$ cat src/rtl/dmem_arbiter.sv
// Two-port arbiter and sequencer for the single-port DataMemory.
// Each access is latch (IDLE), access (ACCESS), then acknowledge (DONE).
// Memory strobes, address and write data all come straight from flops.
module dmem_arbiter #(
  parameter int AW        = 24,
  parameter int DW        = 24,
  parameter int FIXED_PRI = 0
) (
  input  logic          Clock,
  input  logic          ResetN,
  input  logic          Req0,
  input  logic          Wr0,
  input  logic [AW-1:0] Addr0,
  input  logic [DW-1:0] WData0,
  output logic          Ack0,
  output logic [DW-1:0] RData0,
  input  logic          Req1,
  input  logic          Wr1,
  input  logic [AW-1:0] Addr1,
  input  logic [DW-1:0] WData1,
  output logic          Ack1,
  output logic [DW-1:0] RData1,
  output logic [AW-1:0] MemAddr,
  output logic [DW-1:0] MemWData,
  output logic          MemWrite,
  output logic          MemRead,
  input  logic [DW-1:0] MemRData,
  output logic          Busy,
  output logic          GrantId
);

  typedef enum logic [1:0] {IDLE, ACCESS, DONE} state_t;

  state_t        state, state_nxt;
  logic          wr_lat;
  logic          last_gnt;
  logic          any_req;
  logic          win;
  logic          sel_wr;
  logic [AW-1:0] sel_addr;
  logic [DW-1:0] sel_wdata;

  // Winner selection; a tie goes to port 0 under fixed priority,
  // otherwise to the port that was not granted last.
  always_comb begin
    any_req = Req0 | Req1;
    win     = 1'b0;
    if (Req0 && Req1) begin
      win = (FIXED_PRI != 0) ? 1'b0 : ~last_gnt;
    end else if (Req1) begin
      win = 1'b1;
    end
    sel_wr    = win ? Wr1    : Wr0;
    sel_addr  = win ? Addr1  : Addr0;
    sel_wdata = win ? WData1 : WData0;
  end

  // State register.
  always_ff @(posedge Clock or negedge ResetN) begin
    if (!ResetN) begin
      state <= IDLE;
    end else begin
      state <= state_nxt;
    end
  end

  // Next-state logic: requests are only looked at in IDLE.
  always_comb begin
    state_nxt = state;
    case (state)
      IDLE:    if (any_req) state_nxt = ACCESS;
      ACCESS:  state_nxt = DONE;
      DONE:    state_nxt = IDLE;
      default: state_nxt = IDLE;
    endcase
  end

  // Registered memory interface, grant, acks and read-data capture.
  // Strobes are set on the IDLE->ACCESS edge so they last exactly ACCESS.
  always_ff @(posedge Clock or negedge ResetN) begin
    if (!ResetN) begin
      MemAddr  <= '0;
      MemWData <= '0;
      MemWrite <= 1'b0;
      MemRead  <= 1'b0;
      Ack0     <= 1'b0;
      Ack1     <= 1'b0;
      RData0   <= '0;
      RData1   <= '0;
      GrantId  <= 1'b0;
      wr_lat   <= 1'b0;
      last_gnt <= 1'b1;
    end else begin
      MemWrite <= 1'b0;
      MemRead  <= 1'b0;
      Ack0     <= 1'b0;
      Ack1     <= 1'b0;
      case (state)
        IDLE: begin
          if (any_req) begin
            GrantId  <= win;
            last_gnt <= win;
            wr_lat   <= sel_wr;
            MemAddr  <= sel_addr;
            MemWData <= sel_wdata;
            MemWrite <= sel_wr;
            MemRead  <= ~sel_wr;
          end
        end
        ACCESS: begin
          if (!wr_lat) begin
            if (GrantId) RData1 <= MemRData;
            else         RData0 <= MemRData;
          end
          Ack0 <= ~GrantId;
          Ack1 <= GrantId;
        end
        default: ;
      endcase
    end
  end

  assign Busy = (state != IDLE);

endmodule

$ cat config.mk
export PLATFORM = sky130hd
export DESIGN_NAME = dmem_arbiter
export DESIGN_NICKNAME = d
export VERILOG_FILES = /design/src/rtl/dmem_arbiter.sv
export SDC_FILE = /design/constraint.sdc
export NUM_CORES = 1
export LEC_CHECK = 0
export ABC_AREA = 1
export CORE_MARGIN = 4
export CORE_UTILIZATION = 42
export DETAILED_ROUTE_END_ITERATION = 8
export GPL_TIMING_DRIVEN = 0
export PLACE_DENSITY_LB_ADDON = 0.3
export REMOVE_ABC_BUFFERS = 1
export SLEW_MARGIN = 25
export SYNTH_ARGS = -nofsm -noshare
export SYNTH_HDL_FRONTEND = slang
export SYNTH_SLANG_ARGS = --single-unit
$ cat constraint.sdc
create_clock -name Clock -period 1.47 [get_ports Clock]
set_input_delay 0.2205 -clock Clock [delete_from_list [all_inputs] [get_ports Clock]]
set_output_delay 0.2205 -clock Clock [all_outputs]
set_load 0.01 [all_outputs]
==> Yosys cells after proc, flatten, opt, wreduce, memory -nomap -nowiden <==
Cells that the tools add are included.
Widths: inputs -> output; s select.
{ "totals": {"regBits": 105, "elab_cells": 38} }
{ "classes": {"n_reduce_logical": 6, "n_eq_ne": 2, "bitwise_logic": 5, "mux": 13} }
{ "op_table": {"columns": ["cell", "n"], "rows": [
  ["$mux 24", 2],
  ["$mux 1", 9],
  ["$reduce_and 3->1", 2],
  ["$not 1->1", 4],
  ["$pmux 2 s2", 1],
  ["$eq 2x1->1 const B", 1],
  ["$logic_not 2->1", 1],
  ["$mux 2", 1],
  ["$ne 2x2->1 const B", 1],
  ["$reduce_and 2->1", 1],
  ["$reduce_bool 2->1", 1],
  ["$logic_and 1x1->1", 1],
  ["$or 1x1->1", 1]
]} }

==> Depth between registers and ports, before layout <==
Gate-level depths: netlist of run 1.
{ "depth": {"ltp_word": 6, "ltp_mapped": 7, "depth_no_buf": 6} }

==> Worst setup path before layout of run 1 <==
OpenSTA, ideal clock, no wires.
{ "synth_path": {"path_kind": "flip-flop to flip-flop", "start": "register last_gnt", "end": "register MemAddr[13]", "stages_incl_launch_ff": 8, "arrival_time_ns": 1.067, "setup_time_ns": 0.118, "slack_ns": 0.285, "path_cell_list": "dfstp_2 > nand2_2 > nand2_2 > buf_4 > buf_6 > nand2_1 > nand3_1 > nand2_1"} }
{ "synth_between": {"elab_chain_len": 3} }
{ "synth_rtl": {"columns": ["item", "line", "source"], "rows": [
  ["start: declaration", "36", "logic last_gnt;"],
  ["start signal: assignment", "102", "last_gnt <= win;"],
  ["$not 1->1", "49", "win = (FIXED_PRI != 0) ? 1'b0 : ~last_gnt;"],
  ["$mux 1", "48", "if (Req0 && Req1) begin"],
  ["$mux 24", "54", "sel_addr = win ? Addr1 : Addr0;"],
  ["end signal: assignment", "104", "MemAddr <= sel_addr;"],
  ["end: declaration", "23", "output logic [AW-1:0] MemAddr,"]
]} }
Every way passes these cells.
A chain may end at the register's enable or synchronous reset.

==> Worst setup path after layout of run 1 <==
{ "layout_path": {"start": "register RData0[16]", "end": "output port RData0[16]"} }
{ "layout_lines": {"columns": ["item", "line", "source"], "rows": [
  ["start: declaration", "16", "output logic [DW-1:0] RData0,"],
  ["start signal: assignment", "113", "else RData0 <= MemRData;"]
]} }
No word-level cell between the ends.

==> flow_summary_export.csv, run 1 <==
group,metric,value,unit
outcome,status,"finished, final reports clean",
global_route,grt_pass1_wl,23100,um
die,core.rowCount,39,
routing,wl,15500,um
die,die_w,116,um
synth,postSynthCellCount,627,
routing,drt-initial-drc-count,353,
flow_run,max_cap_viol_count,0,
die,num_io_pins,228,
power_and_ir_drop,ir_drop,981,uV
clock_tree,cts_buffers,9,
synth,yosys_warnings,0,
cells_and_area,drive_gt1_share,6.09,%
timing,worstMarginPinSlew,0.569,ns
routing,wire_per_inst,15.6,um
hold_path,hp-class,"primary input to asynchronous set/reset pin",
timing,setup_violations,0,
routing,via_count,4849,
synth,synth_area,4900,um^2
routing,drtPass1Iterations,4,
die,die_y,116,um
critical_path,crit_chain,"clkdlybuf4s50_1",
critical_path,rr_startpoint,"last_gnt",
global_route,grt_usage,21.8,%
synth,synth_largest_area_cell,"dfrtp_1",
timing,hold_viol,0,
clock_tree,clkLatencyLatePin,0.34,ns
clock_tree,tritoncts,"yes",
power_and_ir_drop,power,14.5,mW
clock_tree,htreeDepth,3,
timing,fmax,699,MHz
cells_and_area,antennaDiodeCount,0,
synth,synth-seq-cells,105,
synth,seq_area_frac_synth,53.7,%
power_and_ir_drop,p_leak,4.56,nW
routing,via_per_inst,4.86,
placement,dp_hpwl,9760,um
die,start_util,42.9,%
clock_tree,clock_sinks,105,
timing,post-route-period-util,97.3,%
die,core_area,11400,um^2
critical_path,max_stage_delay,0.53,ns
timing,min_period,1.43,ns
cells_and_area,post-route-util,68.6,%
global_route,grt_pass1_vias,4691,
placement,gp_congestion,0.823,
timing,grt_setup_unrepaired,"yes",
cells_and_area,final_nets,975,
clock_tree,cts.clk_slew.worst_paths,0.07,ns
routing,drc,0,
global_route,grt_max_degree,56,
clock_tree,cts_buffer_depth,2,
placement,io_buffers,227,
critical_path,critPathTopFamily,"buffers and inverters",
global_route,gr-total-overflow,0,
critical_path,cp-startpoint,"RData0[16]",
cells_and_area,synthToLayoutAreaGrowth,59.9,%
critical_path,slowest_stage,"clkdlybuf4s50_1",
critical_path,crit_fanout,2,
cells_and_area,layout_common_cells,"nand2_1, inv_1, clkdlybuf4s50_1",
timing,maxSlewHeadroom,62.1,%
critical_path,critPathKind,"register to output pin",
synth,syn_area_per_cell,7.81,um^2
timing,maxSlewViolCount,0,
critical_path,crit_buf_inv,1,
global_route,antenna_found_initial,0,
timing,finClkSkew,0.00871,ns
critical_path,critPathRequiredTime,1.25,ns
synth,synth_cell_types,19,
critical_path,worstPathArrival,1.21,ns
critical_path,critPathLaunchType,"register",
power_and_ir_drop,power_density,1850,nW/um^2
synth,synthTopCellsByArea,"dfrtp_1, nand2_1, nand3_1, inv_1, o21ai_0",
critical_path,cp-end-kind,"output pin",
clock_tree,cts-root-buf,"clkbuf_16",
die,fp.dieArea,13500,um^2
synth,synth_top_area_share,53.1,%
cells_and_area,layout_commonest_cell,"nand2_1",
routing,ant_nets,0,
## layer usage
metal  GRT usage (%)  routed length [um]
met3            6.74                1480
met5               0                   0
met2            36.0                7420
met1            28.0                6440
met4            5.96                 193
## synthesized netlist by cell type (all sizes together)
| cell | number |
|---|---|
| buf | 25 |
| dfrtp | 104 |
| nor2 | 7 |
| nand4 | 1 |
| clkbuf | 11 |
| nand3 | 98 |
| nand2 | 202 |
| o21ai | 49 |
| a21oi | 1 |
| inv | 128 |
| dfstp | 1 |
## kinds of logic after synthesis
| group | after synthesis | share of synthesized area (%) |
|---|---|---|
| flip-flops | 105 | 53.7 |
| AND/OR/NAND/NOR | 308 | 27.0 |
| AO/OA/AOI/OAI | 50 | 5.19 |
| buffers and inverters | 164 | 14.1 |
## per-stage QoR
stage	TNS [ns]	setup slack, ns	area [um^2]	instances	hold slack [ns]
after floorplan	-19.66	-0.465	4690	591	-0.0751
after global placement	-521.48	-3.72	7140	961	0.460
after detailed placement	-67.99	-1.42	7190	963	0.200
after CTS	-1.29	-0.0701	7570	988	0.405
after global routing	-0.000924	-0.000816	7830	997	0.428
final	0	0.0392	7830	997	0.384
## repair_timing
action                                  CTS  global route
gates cloned                              5             4
pin swaps                                 4             8
resized for setup                        76            45
setup buffers                             3             5
hold buffers                              1             0
endpoints found under the hold margin    50             0
endpoints found under the setup margin  156           134
## worst paths after layout
| check | cells past startpoint | slack [ns] | end |
|---|---|---|---|
| max | 1 | 0.04 | RData0[16] |
| max reg2reg | 5 | 0.05 | MemAddr[0] |
| min in group Clock | 3 | 0.45 | RData0[17] |
| min reg2reg | 2 | 0.48 | MemWData[23] |
| max in group asynchronous | 3 | 0.39 | last_gnt |
| min | 2 | 0.38 | RData1[5] |
## flip-flops by register name, indices dropped and copies added (netlist names)
signal	count
Ack0	1
Ack1	1
GrantId	1
MemAddr	24
MemRead	1
MemWData	24
MemWrite	1
RData0	24
RData1	24
last_gnt	1
state	2
wr_lat	1
## layout make-up
class,count,area (um^2)
Fill cell,907,3590
Sequential cell,105,2630
Timing Repair Buffer,238,2460
Multi-Input combinational cell,367,1760
Inverter,128,488
Clock buffer,10,239
Tap cell,143,179
Clock inverter,6,72.6
## report_power, final
group	total (mW)	internal, mW	leakage, nW	switching, mW
combinational	6.88	3.11	3.13	3.77
sequential	5.14	4.35	1.28	0.796
clock	2.48	1.39	0.150	1.09
Note: power is estimated with default switching activity, not from simulation.
==> inputs of run 2 (changes only) <==
--- a/config.mk
+++ b/config.mk
@@ -12,7 +12,7 @@
 export GPL_TIMING_DRIVEN = 0
 export PLACE_DENSITY_LB_ADDON = 0.3
 export REMOVE_ABC_BUFFERS = 1
-export SLEW_MARGIN = 25
+export SLEW_MARGIN = 10
 export SYNTH_ARGS = -nofsm -noshare
 export SYNTH_HDL_FRONTEND = slang
 export SYNTH_SLANG_ARGS = --single-unit
==> results of run 2 <==
Same layout as run 1: the final DEF is identical, and so are final timing and power.
==> inputs of run 3 (changes only) <==
--- a/config.mk
+++ b/config.mk
@@ -5,9 +5,8 @@
 export SDC_FILE = /design/constraint.sdc
 export NUM_CORES = 1
 export LEC_CHECK = 0
-export ABC_AREA = 1
 export CORE_MARGIN = 4
-export CORE_UTILIZATION = 42
+export CORE_UTILIZATION = 40
 export DETAILED_ROUTE_END_ITERATION = 8
 export GPL_TIMING_DRIVEN = 0
 export PLACE_DENSITY_LB_ADDON = 0.3
==> flow_summary_export.csv, run 3 <==
group,metric,value,unit
clock_tree,htreeDepth,3,
clock_tree,cts.clk_slew.worst_paths,0.10,ns
clock_tree,cts_buffer_depth,2,
global_route,grt_usage,22.9,%
synth,synth-seq-cells,105,
synth,syn_area_per_cell,11.3,um^2
synth,post-synth-top-count-cell,"dfrtp_1",
die,num_io_pins,228,
timing,post-route-period-util,104,%
timing,maxSlewViolCount,0,
synth,seq_area_frac_synth,58.7,%
cells_and_area,fillers,821,
timing,fin_ws,-0.0660,ns
clock_tree,clock_sinks,105,
global_route,grt_pass1_wl,23300,um
synth,async_reset_ff_share,100,%
power_and_ir_drop,power.clock.fraction,12.7,%
routing,drt-initial-drc-count,245,
cells_and_area,synthToLayoutAreaGrowth,69.5,%
synth,synthTopCellsByArea,"dfrtp_1, nand2_1, a31oi_1, mux2_4, mux2_2",
critical_path,worstPathArrival,1.79,ns
power_and_ir_drop,internal-power,9.54,mW
cells_and_area,layout_commonest_cell,"clkdlybuf4s50_1",
flow_run,max_cap_viol_count,0,
critical_path,critPathTopFamily,"simple AND/OR/NAND/NOR gates",
cells_and_area,drive_gt1_share,18.5,%
routing,via_per_inst,5.23,
clock_tree,cts-root-buf,"clkbuf_8",
power_and_ir_drop,power_frac_seq,34.5,%
routing,wire_per_inst,20.0,um
clock_tree,cts_buffers,9,
timing,min_period,1.54,ns
critical_path,critPathLaunchType,"register",
critical_path,critPathRequiredTime,1.72,ns
clock_tree,tritoncts,"yes",
timing,finClkSkew,0.00983,ns
cells_and_area,layout_common_cells,"clkdlybuf4s50_1, dlygate4sd2_1, dfrtp_1",
synth,synth_cell_types,28,
global_route,grt_max_degree,58,
critical_path,crit_buf_inv,1,
power_and_ir_drop,p_comb_share,52.8,%
die,fp.dieArea,12900,um^2
power_and_ir_drop,ir_drop,1040,uV
timing,maxSlewHeadroom,68.4,%
synth,ys.flop_type,"dfrtp_1",
timing,grt_setup_unrepaired,"yes",
routing,via_count,4122,
timing,setup_violations,32,
placement,gp_congestion,0.792,
die,die_w,114,um
critical_path,cp-end-kind,"register",
global_route,gr-total-overflow,0,
outcome,status,"finished, violations left",
synth,synth_top_area_share,58.1,%
die,core.rowCount,38,
placement,io_buffers,227,
hold_path,hp-class,"primary input to register",
outcome,violations,"setup timing",
routing,wl,15800,um
power_and_ir_drop,power,15.1,mW
routing,drc,0,
cells_and_area,final_nets,769,
routing,ant_nets,0,
die,die_y,114,um
synth,synth_commonest_cells,"dfrtp_1, nand2_1, a21oi_1",
critical_path,max_stage_delay,0.42,ns
power_and_ir_drop,sw_frac_of_total,36.8,%
global_route,antenna_found_initial,0,
routing,drtPass1Iterations,5,
timing,fmax,651,MHz
global_route,grt_pass1_vias,4389,
die,start_util,41.1,%
power_and_ir_drop,p_switching,5.55,mW
synth,yosys_warnings,0,
timing,hold_viol,0,
power_and_ir_drop,power_density,1990,nW/um^2
critical_path,critPathKind,"register to register",
clock_tree,clkLatencyLatePin,0.37,ns
synth,synth_edf_count,0,
critical_path,slowest_stage,"dfrtp_1",
critical_path,crit_fanout,6,
power_and_ir_drop,p_leak,3.42,nW
cells_and_area,antennaDiodeCount,0,
critical_path,crit_chain,"and3b_2, nor2b_4, clkbuf_16, mux2_4",
timing,setup_tns,-0.738,ns
die,core_area,10900,um^2
synth,postSynthCellCount,397,
synth,synth_largest_area_cell,"dfrtp_1",
placement,dp_hpwl,9430,um
timing,worstMarginPinSlew,0.475,ns
synth,synth_area,4480,um^2
==> run 3: cell count changes after synthesis, moves of 4 or more <==
cell | before | now
o21ai_1 | 4 | 0
mux2_4 | 0 | 20
buf_6 | 5 | 1
nand2_2 | 4 | 0
a31oi_1 | 0 | 49
o21ai_0 | 45 | 0
a21oi_1 | 0 | 51
mux2_2 | 0 | 26
inv_1 | 126 | 2
nand2_1 | 198 | 97
nand3_1 | 98 | 0
==> run 3: timing repair <==
action | in CTS | in global routing
gates cloned | 5 | 8
pin swaps | 3 | 2
setup endpoints to repair | 202 | 98
setup buffers | 18 | 5
hold buffers | 1 | 0
endpoints found under the hold margin | 47 | 0
gates resized for setup | 154 | 14
==> run 3: kinds of logic after synthesis <==
group | synth area share, %
multiplexers | 14.0
flip-flops | 58.7
AO/OA/AOI/OAI | 13.2
AND/OR/NAND/NOR | 9.73
buffers and inverters | 4.33
==> run 3: final timing paths <==
path	start	end	slack (ns)	cells after the start
setup reg to reg	state[1]	RData1[6]	-0.07	4
hold / removal	Req1	last_gnt	0.29	3
max in group asynchronous	ResetN	wr_lat	0.46	3
setup / recovery	state[1]	RData1[6]	-0.07	4
hold reg to reg	RData0[0]	RData0[0]	0.51	1
min in group asynchronous	ResetN	RData1[10]	0.35	2
==> run 3: tightest hold or removal path, stage by stage <==
cell and delay, ns:
dlymetal6s2s_1 0.22, a21oi_1 0.17, a31oi_1 0.05
==> run 3: metal layers <==
layer  vias to the layer above  wire [um]  track usage, %
met5                         -          0               0
met4                         0        309            6.89
met3                        25       1760            9.44
met2                       213       7480            37.5
met1                      2001       6240            27.7
li1                       1883          -               -
==> run 3: per-stage QoR <==
step / util (%) / area (um^2) / setup slack, ns / hold WS [ns] / instances
final: 69.7 / 7580 / -0.0660 / 0.291 / 788
after global routing: 69.7 / 7580 / -0.0848 / 0.295 / 788
after CTS: 67.9 / 7400 / -0.0700 / 0.356 / 777
after detailed placement: 62.9 / 6850 / -0.880 / 0.200 / 737
after global placement: 61.9 / 6740 / -3.75 / 0.467 / 733
after floorplan: - / 4290 / -1.13 / -0.0751 / 366
==> run 3: layout make-up <==
type	count	area, um^2	share of cell area [%]
Sequential cell	105	2630	34.7
Clock buffer	11	151	2.00
Multi-Input combinational cell	263	1880	24.8
Tap cell	140	175	2.31
Clock inverter	5	62.6	0.825
Timing Repair Buffer	259	2630	34.6
Inverter	3	37.5	0.495
Timing Repair inverter	2	17.5	0.231
==> run 3: power groups by stage <==
stage	Sequential, mW	Combinational (mW)	Clock, mW
4_1_cts	5.19	7.25	1.94
2_1_floorplan	5.79	2.47	0
3_3_place_gp	5.12	6.85	0
3_5_place_dp	5.22	7.25	0
6_report	5.21	7.96	1.91
5_1_grt	5.40	8.50	2.08
